`src/rtl/kf_dma_priority_arbiter.sv`:
```
// ---------------------------------------------------------------------------
// kf_dma_priority_arbiter
//
// Parametrised DMA request arbiter, successor to the 4-channel 8237 priority
// logic. It combines the request mask, software requests and per-channel
// edge/level sensing. It then selects a winner with fixed or rotating priority
// and offers a registered one-hot grant to the DMA timing controller, using a
// request/acknowledge/done handshake.
//
// Optional feature macro: KF_DMA_ARB_AUTOMASK_EN
//   When defined, a service that completes with eop also sets the mask bit of
//   the served channel (non-autoinit behaviour). A mask write to that same
//   channel in the same cycle takes precedence.
//
// Ports:
//   clock, reset      system clock, asynchronous active-high reset
//   master_clear      one-cycle soft clear back to reset values
//   cfg_we/cfg_data   config: [0] disable, [1] rotating, [2] DREQ active-low
//   mask_single_we    write mask[mask_sel] = mask_val
//   mask_all_we       load mask = mask_all_data
//   mask_set_all      set every mask bit (also clears block-mode locks)
//   req_we            write soft_req[req_sel] = req_val
//   edge_mode         per channel: 1 = edge sensed (block mode), 0 = level
//   dreq              external requests (asynchronous)
//   grant_ack         timing FSM accepted the offered grant
//   service_done, eop service finished; eop marks terminal count
//   pending           effective eligible requests
//   grant_valid       grant offered or in service
//   grant_onehot/id   granted channel
//   busy              service in progress
// ---------------------------------------------------------------------------
module kf_dma_priority_arbiter #(
  parameter int CHANNELS = 4,
  localparam int SEL_W = $clog2(CHANNELS)
) (
  input  logic                clock,
  input  logic                reset,
  input  logic                master_clear,
  input  logic                cfg_we,
  input  logic [2:0]          cfg_data,
  input  logic                mask_single_we,
  input  logic [SEL_W-1:0]    mask_sel,
  input  logic                mask_val,
  input  logic                mask_all_we,
  input  logic [CHANNELS-1:0] mask_all_data,
  input  logic                mask_set_all,
  input  logic                req_we,
  input  logic [SEL_W-1:0]    req_sel,
  input  logic                req_val,
  input  logic [CHANNELS-1:0] edge_mode,
  input  logic [CHANNELS-1:0] dreq,
  input  logic                grant_ack,
  input  logic                service_done,
  input  logic                eop,
  output logic [CHANNELS-1:0] pending,
  output logic                grant_valid,
  output logic [CHANNELS-1:0] grant_onehot,
  output logic [SEL_W-1:0]    grant_id,
  output logic                busy
);

  localparam logic [SEL_W-1:0]    LAST_ID   = SEL_W'(CHANNELS - 1);
  localparam logic [SEL_W:0]      CHAN_CNT  = (SEL_W + 1)'(CHANNELS);
  localparam logic [CHANNELS-1:0] ONEHOT_0  = CHANNELS'(1'b1);

  typedef enum logic [1:0] {
    ST_IDLE    = 2'd0,
    ST_OFFER   = 2'd1,
    ST_SERVICE = 2'd2
  } state_t;

  state_t                state_r;
  logic [2:0]            cfg_r;
  logic [CHANNELS-1:0]   mask_r;
  logic [CHANNELS-1:0]   soft_req_r;
  logic [CHANNELS-1:0]   lock_r;
  logic [CHANNELS-1:0]   dreq_sync_r;
  logic [SEL_W-1:0]      ptr_r;
  logic                  grant_valid_r;
  logic [CHANNELS-1:0]   grant_onehot_r;
  logic [SEL_W-1:0]      grant_id_r;
  logic                  busy_r;

  logic [CHANNELS-1:0]   pending_s;
  logic                  done_fire_s;
  logic                  mask_sel_ok_s;
  logic                  req_sel_ok_s;
  logic [SEL_W-1:0]      search_base_s;
  logic [SEL_W-1:0]      winner_s;
  logic [SEL_W-1:0]      ptr_next_s;
  logic [CHANNELS-1:0]   mask_next_s;
  logic [CHANNELS-1:0]   soft_next_s;
  logic [CHANNELS-1:0]   lock_next_s;

  // First requesting channel found scanning upward from base, wrapping
  // around the channel count.
  function automatic logic [SEL_W-1:0] pick_winner(
    input logic [CHANNELS-1:0] req,
    input logic [SEL_W-1:0]    base
  );
    logic [SEL_W-1:0] win;
    logic [SEL_W-1:0] idx;
    logic             found;
    win   = {SEL_W{1'b0}};
    idx   = base;
    found = 1'b0;
    for (int i = 0; i < CHANNELS; i++) begin
      win   = (!found && req[idx]) ? idx : win;
      found = found | req[idx];
      idx   = (idx == LAST_ID) ? {SEL_W{1'b0}} : idx + SEL_W'(1);
    end
    return win;
  endfunction

  assign pending      = pending_s;
  assign grant_valid  = grant_valid_r;
  assign grant_onehot = grant_onehot_r;
  assign grant_id     = grant_id_r;
  assign busy         = busy_r;

  // Selects that do not name an existing channel are ignored.
  assign mask_sel_ok_s = ({1'b0, mask_sel} < CHAN_CNT);
  assign req_sel_ok_s  = ({1'b0, req_sel} < CHAN_CNT);
  assign done_fire_s   = (state_r == ST_SERVICE) && service_done;
  assign ptr_next_s    = (grant_id_r == LAST_ID) ? {SEL_W{1'b0}} : grant_id_r + SEL_W'(1);

  // Eligible requests and arbitration winner.
  always_comb begin
    pending_s = {CHANNELS{1'b0}};
    if (cfg_r[0]) begin
      pending_s = {CHANNELS{1'b0}};
    end else begin
      pending_s = (dreq_sync_r & ~lock_r & ~mask_r) | soft_req_r;
    end
    search_base_s = cfg_r[1] ? ptr_r : {SEL_W{1'b0}};
    winner_s      = pick_winner(pending_s, search_base_s);
  end

  // Next mask: set-all beats single-bit write beats whole-mask load.
  always_comb begin
    mask_next_s = mask_r;
    if (mask_set_all) begin
      mask_next_s = {CHANNELS{1'b1}};
    end else if (mask_single_we) begin
      if (mask_sel_ok_s) begin
        mask_next_s[mask_sel] = mask_val;
      end else begin
        mask_next_s = mask_r;
      end
    end else if (mask_all_we) begin
      mask_next_s = mask_all_data;
    end else begin
      mask_next_s = mask_r;
    end
`ifdef KF_DMA_ARB_AUTOMASK_EN
    // Terminal count masks the served channel unless software writes it now.
    if (done_fire_s && eop && !mask_set_all && !mask_all_we &&
        !(mask_single_we && (mask_sel == grant_id_r))) begin
      mask_next_s[grant_id_r] = 1'b1;
    end else begin
      mask_next_s = mask_next_s;
    end
`endif
  end

  // Next software requests: a register write overrides the eop clear.
  always_comb begin
    soft_next_s = soft_req_r;
    if (done_fire_s && eop) begin
      soft_next_s[grant_id_r] = 1'b0;
    end else begin
      soft_next_s = soft_req_r;
    end
    if (req_we && req_sel_ok_s) begin
      soft_next_s[req_sel] = req_val;
    end else begin
      soft_next_s = soft_next_s;
    end
  end

  // Next block-mode locks: set when an edge channel finishes service, held
  // only while its synchronised request stays asserted.
  always_comb begin
    lock_next_s = lock_r;
    if (done_fire_s && edge_mode[grant_id_r]) begin
      lock_next_s[grant_id_r] = 1'b1;
    end else begin
      lock_next_s = lock_r;
    end
    lock_next_s = lock_next_s & dreq_sync_r;
    if (mask_set_all) begin
      lock_next_s = {CHANNELS{1'b0}};
    end else begin
      lock_next_s = lock_next_s;
    end
  end

  // Configuration, request synchroniser, mask, soft requests and locks.
  always_ff @(posedge clock or posedge reset) begin
    if (reset) begin
      cfg_r       <= 3'b000;
      mask_r      <= {CHANNELS{1'b1}};
      soft_req_r  <= {CHANNELS{1'b0}};
      lock_r      <= {CHANNELS{1'b0}};
      dreq_sync_r <= {CHANNELS{1'b0}};
    end else if (master_clear) begin
      cfg_r       <= 3'b000;
      mask_r      <= {CHANNELS{1'b1}};
      soft_req_r  <= {CHANNELS{1'b0}};
      lock_r      <= {CHANNELS{1'b0}};
      dreq_sync_r <= {CHANNELS{1'b0}};
    end else begin
      cfg_r       <= cfg_we ? cfg_data : cfg_r;
      mask_r      <= mask_next_s;
      soft_req_r  <= soft_next_s;
      lock_r      <= lock_next_s;
      // Polarity is corrected before the flop so dreq_sync_r is active-high.
      dreq_sync_r <= cfg_r[2] ? ~dreq : dreq;
    end
  end

  // Grant FSM with registered handshake outputs and rotation pointer.
  always_ff @(posedge clock or posedge reset) begin
    if (reset) begin
      state_r        <= ST_IDLE;
      ptr_r          <= {SEL_W{1'b0}};
      grant_valid_r  <= 1'b0;
      grant_onehot_r <= {CHANNELS{1'b0}};
      grant_id_r     <= {SEL_W{1'b0}};
      busy_r         <= 1'b0;
    end else if (master_clear) begin
      state_r        <= ST_IDLE;
      ptr_r          <= {SEL_W{1'b0}};
      grant_valid_r  <= 1'b0;
      grant_onehot_r <= {CHANNELS{1'b0}};
      grant_id_r     <= {SEL_W{1'b0}};
      busy_r         <= 1'b0;
    end else begin
      case (state_r)
        ST_IDLE: begin
          busy_r <= 1'b0;
          if (|pending_s) begin
            state_r        <= ST_OFFER;
            grant_valid_r  <= 1'b1;
            grant_id_r     <= winner_s;
            grant_onehot_r <= ONEHOT_0 << winner_s;
          end else begin
            state_r        <= ST_IDLE;
            grant_valid_r  <= 1'b0;
            grant_id_r     <= {SEL_W{1'b0}};
            grant_onehot_r <= {CHANNELS{1'b0}};
          end
        end
        ST_OFFER: begin
          // An acknowledge in the same cycle as a withdrawal still commits.
          if (grant_ack) begin
            state_r <= ST_SERVICE;
            busy_r  <= 1'b1;
          end else if (!pending_s[grant_id_r]) begin
            state_r        <= ST_IDLE;
            grant_valid_r  <= 1'b0;
            grant_id_r     <= {SEL_W{1'b0}};
            grant_onehot_r <= {CHANNELS{1'b0}};
            busy_r         <= 1'b0;
          end else begin
            state_r <= ST_OFFER;
            busy_r  <= 1'b0;
          end
        end
        ST_SERVICE: begin
          if (service_done) begin
            state_r        <= ST_IDLE;
            grant_valid_r  <= 1'b0;
            grant_id_r     <= {SEL_W{1'b0}};
            grant_onehot_r <= {CHANNELS{1'b0}};
            busy_r         <= 1'b0;
            // The served channel becomes lowest priority.
            ptr_r          <= cfg_r[1] ? ptr_next_s : ptr_r;
          end else begin
            state_r <= ST_SERVICE;
            busy_r  <= 1'b1;
          end
        end
        default: begin
          state_r        <= ST_IDLE;
          grant_valid_r  <= 1'b0;
          grant_id_r     <= {SEL_W{1'b0}};
          grant_onehot_r <= {CHANNELS{1'b0}};
          busy_r         <= 1'b0;
        end
      endcase
    end
  end

endmodule

```
`config.mk`:
```
export PLATFORM = sky130hd
export DESIGN_NAME = kf_dma_priority_arbiter
export DESIGN_NICKNAME = d
export VERILOG_FILES = /design/src/rtl/kf_dma_priority_arbiter.sv
export SDC_FILE = /design/constraint.sdc
export NUM_CORES = 1
export LEC_CHECK = 0
export ABC_AREA = 1
export BUFFER_PORTS_ARGS = -buffer_cell sky130_fd_sc_hd__clkbuf_2
export CAP_MARGIN = 20
export CORE_MARGIN = 3
export CORE_UTILIZATION = 45
export CTS_CLUSTER_DIAMETER = 60
export DETAILED_ROUTE_END_ITERATION = 10
export PLACE_DENSITY = 0.71
export SYNTH_ARGS = -nofsm -noshare
export SYNTH_HDL_FRONTEND = slang
export SYNTH_SLANG_ARGS = --single-unit
```
`constraint.sdc`:
```
create_clock -name clock -period 1.43 [get_ports clock]
set_input_delay 0.0715 -clock clock [delete_from_list [all_inputs] [get_ports clock]]
set_output_delay 0.0715 -clock clock [all_outputs]
set_load 0.02 [all_outputs]
```
Word level (Yosys, flattened, before mapping). Cells that the tools add are included.

$mul: 0. Reductions and logical operators: 21. Magnitude comparators: 10. Add/sub/neg operators: 4. Shift operators: 1. Bitwise logic cells: 12. Muxes and demuxes: 76. Eq/ne operators: 9. Divide/modulo/power cells: 0.

Operators by type and width (count): $mux 4 (18); $mux 2 (21); $lt 2x3->1 const B (7); $mux 1 (19); $and 4x4->4 (4); $not 4->4 (4); $bmux 1 s2 (6); $pmux 2 s3 (2); $pmux 4 s3 (1); $eq 2x2->1 const B (5); $logic_and 1x1->1 (9); $ne 3x3->1 const B (3); $add 2x1->2 const B (4); $bwmux 4 (2); $or 4x4->4 (2); $reduce_bool 2->1 (4); $demux 1 s2 (3); $ge 2x1->1 const B (3); $mux 3 (2); $reduce_and 3->1 (2); $reduce_bool 4->1 (1); $reduce_or 4->1 (1); $shl 1x2->4 const A (1); $logic_not 1->1 (3); 5 further kinds (6).

Memories kept: 0. Output and inout bits: 12. Latch bits: 0. Register bits: 31. Memory bits (read-only): 0. Memory bits (writable): 0. Logic and storage cells: 144.

Logic depth before layout (Yosys ltp).
Depth in word-level cells: 16. Mapped depth: 13. Gate-level depth less buffers: 13.

Worst setup path after synthesis. Ideal clock, no wire load.

Path type: register -> register. Start: register mask_r[3]. End: register grant_onehot_r[0], in the netlist grant_onehot[0]. Path buffers: 0. Data arrival time: 1.526 ns. Setup slack: -0.161 ns. Setup time: 0.065 ns. Required time: 1.365 ns. Stages on the path, launching flop included: 13. Clock period less this slack: 1.591 ns. Cells stage by stage: dfstp_2 inv_1 nand3_1 nand2_1 nand2_1 inv_2 o21ai_1 nand2_1 nand2_1 nand2_1 nor2_1 nand3_1 nand2_1.

Cells in the longest elaborated chain, start to end: 15. Elaborated cells on any way between the ends: 33. Classes of those cells: eq/ne: 1; shift: 1; mux: 18; bitwise: 5; reduce/logical: 8.

RTL lines: start: declaration (line 74) `logic [CHANNELS-1:0] mask_r;`; start signal: assignment (line 202) `mask_r <= {CHANNELS{1'b1}};`; start signal: assignment (line 208) `mask_r <= {CHANNELS{1'b1}};`; start signal: assignment (line 214) `mask_r <= mask_next_s;`; $not 4->4 * (line 133) `pending_s = (dreq_sync_r & ~lock_r & ~mask_r) | soft_req_r;`; $and 4x4->4 * (line 133); $or 4x4->4 * (line 133); $mux 4 * (line 130) `if (cfg_r[0]) begin`; via pending[3] (line 55) `output logic [CHANNELS-1:0] pending,`; $bmux 1 s2 (line 108, 109); $mux 1 (not written as such) (line 108, 109); $logic_not 1->1 / $or 1x1->1 (equally long branches) (line 108, 109); $logic_and 1x1->1 (tied with other cells) (line 108) `win = (!found && req[idx]) ? idx : win;`; $mux 2 (tied with other cells) (line 108); $mux 2 / $logic_and 1x1->1 (equally long branches) (line 108); $mux 2 (line 108); $shl 1x2->4 (line 246) `grant_onehot_r <= ONEHOT_0 << winner_s;`; $mux 4 (line 242) `if (|pending_s) begin`; $pmux 4 s3 (line 239) `case (state_r)`; $mux 4 (line 231) `end else if (master_clear) begin`; end signal: assignment (line 235) `grant_onehot_r <= {CHANNELS{1'b0}};`; end signal: assignment (line 246); end signal: assignment (line 251) `grant_onehot_r <= {CHANNELS{1'b0}};`; end: declaration (line 80) `logic [CHANNELS-1:0] grant_onehot_r;`.

Mark *: on every way through the listed nets, which the timed path passes. The rest lies on a longest branch. The select of a mux whose other input is x is not followed. A chain may end at the register's enable or synchronous reset.

Final worst setup path.
Start: register mask_r[1]. End: register grant_id_r[1], in the netlist grant_id[1].

Cells in the longest elaborated chain, start to end: 14. Elaborated cells on any way between the ends: 32. Classes of those cells: eq/ne: 1; mux: 18; bitwise: 5; reduce/logical: 8.

RTL lines: $not 4->4 * (line 133); $and 4x4->4 * (line 133); $or 4x4->4 * (line 133); $mux 4 * (line 130); $bmux 1 s2 (line 108, 109); $mux 1 (not written as such) (line 108, 109); $logic_not 1->1 / $or 1x1->1 (equally long branches) (line 108, 109); $logic_and 1x1->1 (tied with other cells) (line 108); $mux 2 (tied with other cells) (line 108); $mux 2 / $logic_and 1x1->1 (equally long branches) (line 108); $mux 2 (line 108); $mux 2 (line 242); $pmux 2 s3 (line 239); $mux 2 (line 231); end signal: assignment (line 229) `grant_id_r <= {SEL_W{1'b0}};`; end signal: assignment (line 236) `grant_id_r <= {SEL_W{1'b0}};`; end signal: assignment (line 245) `grant_id_r <= winner_s;`; end: declaration (line 81) `logic [SEL_W-1:0] grant_id_r;`.

Mark *: on every way between the ends. The rest lies on a longest branch, timed or not. The select of a mux whose other input is x is not followed.

==> results by group <==
Synthesis
  – Post-synth ARST share: 1.00
  – Post-synthesis sequential area ratio: 0.390
  – Mapped Cells: 278
  – Synth top area cells: dfrtp_1 (34%), nand2_1 (11%), nand3_1 (8.2%), inv_1 (6.7%), o21ai_0 (6.7%)
  – Synth warn: 0
  – Avg Synthesized Cell Area: 7.21 µm²
  – Area of the mapped netlist: 2000 µm²
  – Synth top cells by count: nand2_1 (61), inv_1 (36), nand3_1 (33)
  – Syn_nets: 318
  – Count leader, synth: nand2_1
  – Synth Flop Type: dfrtp_1
  – Top cell type's share of synthesized area: 0.337
  – Area leader, netlist: dfrtp_1
  – Distinct cells, synth: 28
  – EDFF count, synth: 0
  – Yosys reg bits: 31

Power and ir drop
  – Share of total power in combinational logic: 0.269
  – Sequential power share: 0.354
  – Worst IR Drop VDD: 0.624 mV
  – Switch share: 0.303
  – Overall Power: 2.79 mW
  – Pwr dens: 919 nW/µm²
  – Leak Pwr: 1.56 nW
  – Switch Pwr: 0.846 mW
  – Cell-internal power: 1.94 mW
  – Clk pwr share: 0.377

Final layout
  – Area delta synth->final: 51.6%
  – Multi-input gate area: 1290 µm²
  – Layout cells sized above 1: 0.469
  – # nets final: 406
  – # diodes: 0
  – FILL cells: 291
  – FF/Latch Area: 782 µm²

Floorplanning
  – Area of the core: 4140 µm²
  – Io pins: 44
  – Rows: 23
  – Die X: 72.7 µm
  – Initial core utilization: 0.484
  – DIE HEIGHT: 72.7 µm
  – Die ar.: 5290 µm²

Timing
  – Max-slew violation count: 0
  – Post-Route Skew: 0.00396 ns
  – Final setup TNS: -1.98 ns
  – Fin. Hold Viols: 0
  – Final setup fails: 12
  – Slew margin rel.: 0.727
  – Worst-Margin Slew: 0.410 ns
  – Final Cycle Share: 1.19
  – Unrepaired setup endpoints after global routing: yes
  – Setup ws final: -0.277 ns
  – Hold Slack: 0.0248 ns
  – Max frequency: 0.586 GHz
  – Fin crit period: 1.71 ns

Global routing
  – First-pass GRT wire length: 9260 µm
  – Number of global-route vias before repair: 2066
  – Total grt overflow: 0
  – Pin count of the biggest net entering global routing: 32
  – Overall Global Routing Usage: 0.224
  – Initial antenna violation count: 0

Critical path
  – R2R depth: 12
  – Worst-path cell chain: inv_2 > nand3_2 > nand2_4 > nand3_2 > nand2_2 > nand2_2 > nand2_4 > nor2_4 > nand3_1 > nand3_2 > nand2_1 > o21ai_1
  – Crit path DAT: 1.92 ns
  – Worst R2R Setup Slack: -0.28 ns
  – RR Endpoint: grant_id[1]$_DFFE_PP0P_
  – Slowest CP cell: dfstp_2
  – Critical path endpoint category: register
  – Reg-to-reg critical path startpoint: mask_r[1]$_DFFE_PP1P_
  – Worst Setup Start Kind: register
  – Critical path's most frequent cell: nand3_2
  – Crit-path max cell delay: 0.55 ns
  – Critical Path RT: 1.64 ns
  – Crit path kind: register to register
  – Crit Path Max Fanout: 3

CTS
  – Clock Path Buffers: 2
  – TritonCTS clock tree: built
  – CTS H-Tree Depth: 2
  – Worst-skew pair later-pin latency: 0.29 ns
  – CTS Sinks: 31
  – CTS Buf Count: 5
  – CTS root buffer: clkbuf_8
  – Clock-pin slew on the worst setup and hold paths: 0.07 ns

Drt
  – Total detailed-routing wirelength: 6100 µm
  – Via count: 2222
  – Via density: 5.33
  – DRT iter0 DRCs: 239
  – Initial DRT Pass Iterations: 4
  – Post-DRT Antenna Nets: 0
  – Drc violations: 0
  – WL/cell: 14.6 µm

Min path
  – Hold Crit Endpoint: cfg_r[0]$_DFFE_PP0P_
  – Worst hold start: cfg_data[0]
  – Hold-critical path depth: 3
  – Worst min-delay path category: input port to register

Outcome
  – Status: finished with violations
  – Failing checks: negative setup slack

Flow run
  – Max Cap Violations: 0

Placement
  – PortBufs: 43
  – Setup WS pre-CTS: -0.278 ns
  – Post-DP HPWL: 3790 µm
  – GPL Wtd Cong: 0.819
-- cell usage in the layout (no fill, tap or decap), types with 5 or more instances in the layout --
| master | Yosys | final |
|---|---|---|
| clkbuf_8 | 0 | 5 |
| dfrtp_1 | 27 | 26 |
| nor2_1 | 21 | 18 |
| nor2_4 | 1 | 5 |
| o21ai_0 | 27 | 17 |
| nand3_1 | 33 | 20 |
| nand2_4 | 0 | 13 |
| o21ai_1 | 3 | 12 |
| ha_1 | 8 | 8 |
| a21oi_1 | 11 | 10 |
| inv_1 | 36 | 28 |
| buf_6 | 0 | 9 |
| nand2_1 | 61 | 38 |
| buf_4 | 1 | 33 |
| inv_2 | 6 | 10 |
| clkbuf_2 | 0 | 40 |
| nand3_2 | 5 | 17 |
| nand2_2 | 8 | 18 |
-- sequential cells by signal, summed over array words and instances, names as in the netlist --
register      count
busy              1
lock_r            4
cfg_r             3
dreq_sync_r       4
grant_valid       1
grant_onehot      4
grant_id          2
state_r           2
soft_req_r        4
ptr_r             2
mask_r            4
-- kinds of logic (layout without fill, tap and decap cells) --
kind of cell | after synthesis | count (layout) | share of synthesized area
buf+inv | 47 | 136 | 0.0899
compound gates | 49 | 49 | 0.133
fa+ha+maj | 8 | 8 | 0.0499
xor+xnor | 4 | 4 | 0.0175
simple gates | 139 | 139 | 0.320
flops | 31 | 31 | 0.390
-- per-layer routing --
metal  share of wire  track usage  wire, µm
met3           0.050       0.0427       304
met2            0.51        0.373      3110
met5               0            0         0
met4           0.030       0.0758       182
met1            0.41        0.292      2500
-- power by group through the flow --
stage          registers [mW]  clock network (mW)  logic (mW)
2_1_floorplan            1.01                   0       0.331
3_3_place_gp            0.992                   0       0.559
3_5_place_dp            0.993                   0       0.567
4_1_cts                 0.985                1.06       0.645
5_1_grt                 0.994                1.09       0.824
6_report                0.989                1.05       0.749
-- critical path, delay by kind of cell, from the launching register on --
| kind | cells | cell delay, ns |
|---|---|---|
| compound gates | 1 | 0.10 |
| simple gates | 10 | 0.93 |
| buf+inv | 1 | 0.04 |
| flops | 1 | 0.55 |
-- repair_timing --
| item | CTS | global route |
|---|---|---|
| resized for setup | 40 | 57 |
| hold endpoints to repair | 27 | 0 |
| pin swaps | 20 | 23 |
| setup buffers | 12 | 2 |
| endpoints found under the setup margin | 12 | 20 |
| gates cloned | 0 | 0 |
| hold buffers | 1 | 0 |
-- how the worst max path moves through the flow --
stage | startpoint | to | slack, ns | depth (start not counted)
5_1_grt | mask_r[1]$_DFFE_PP1P_ | grant_id[1]$_DFFE_PP0P_ | -0.39 | 12
6_report | mask_r[1]$_DFFE_PP1P_ | grant_id[1]$_DFFE_PP0P_ | -0.28 | 12
3_5_place_dp | cfg_r[1]$_DFFE_PP0P_ | grant_onehot[0]$_DFFE_PP0P_ | -0.28 | 11
2_1_floorplan | mask_r[2]$_DFFE_PP1P_ | grant_onehot[0]$_DFFE_PP0P_ | -0.1 | 13
4_1_cts | mask_r[1]$_DFFE_PP1P_ | grant_onehot[0]$_DFFE_PP0P_ | -0.18 | 13
3_3_place_gp | cfg_r[1]$_DFFE_PP0P_ | grant_onehot[0]$_DFFE_PP0P_ | -0.28 | 11
-- layout make-up --
type                            count  share of cell area
Tap cell                           50              0.0206
Clock buffer                        5              0.0227
Timing Repair Buffer               85               0.194
Multi-Input combinational cell    200               0.426
Inverter                           43              0.0568
Sequential cell                    31               0.257
Clock inverter                      3              0.0222
-- through the flow --
stage	util	std cells	cell area [µm²]
detailed placement	0.598	394	2480
finish	0.733	417	3040
global placement	0.598	394	2480
CTS	0.688	415	2850
floorplan	-	278	2020
global route	0.733	417	3040
Power figures use the tool's default switching activity.
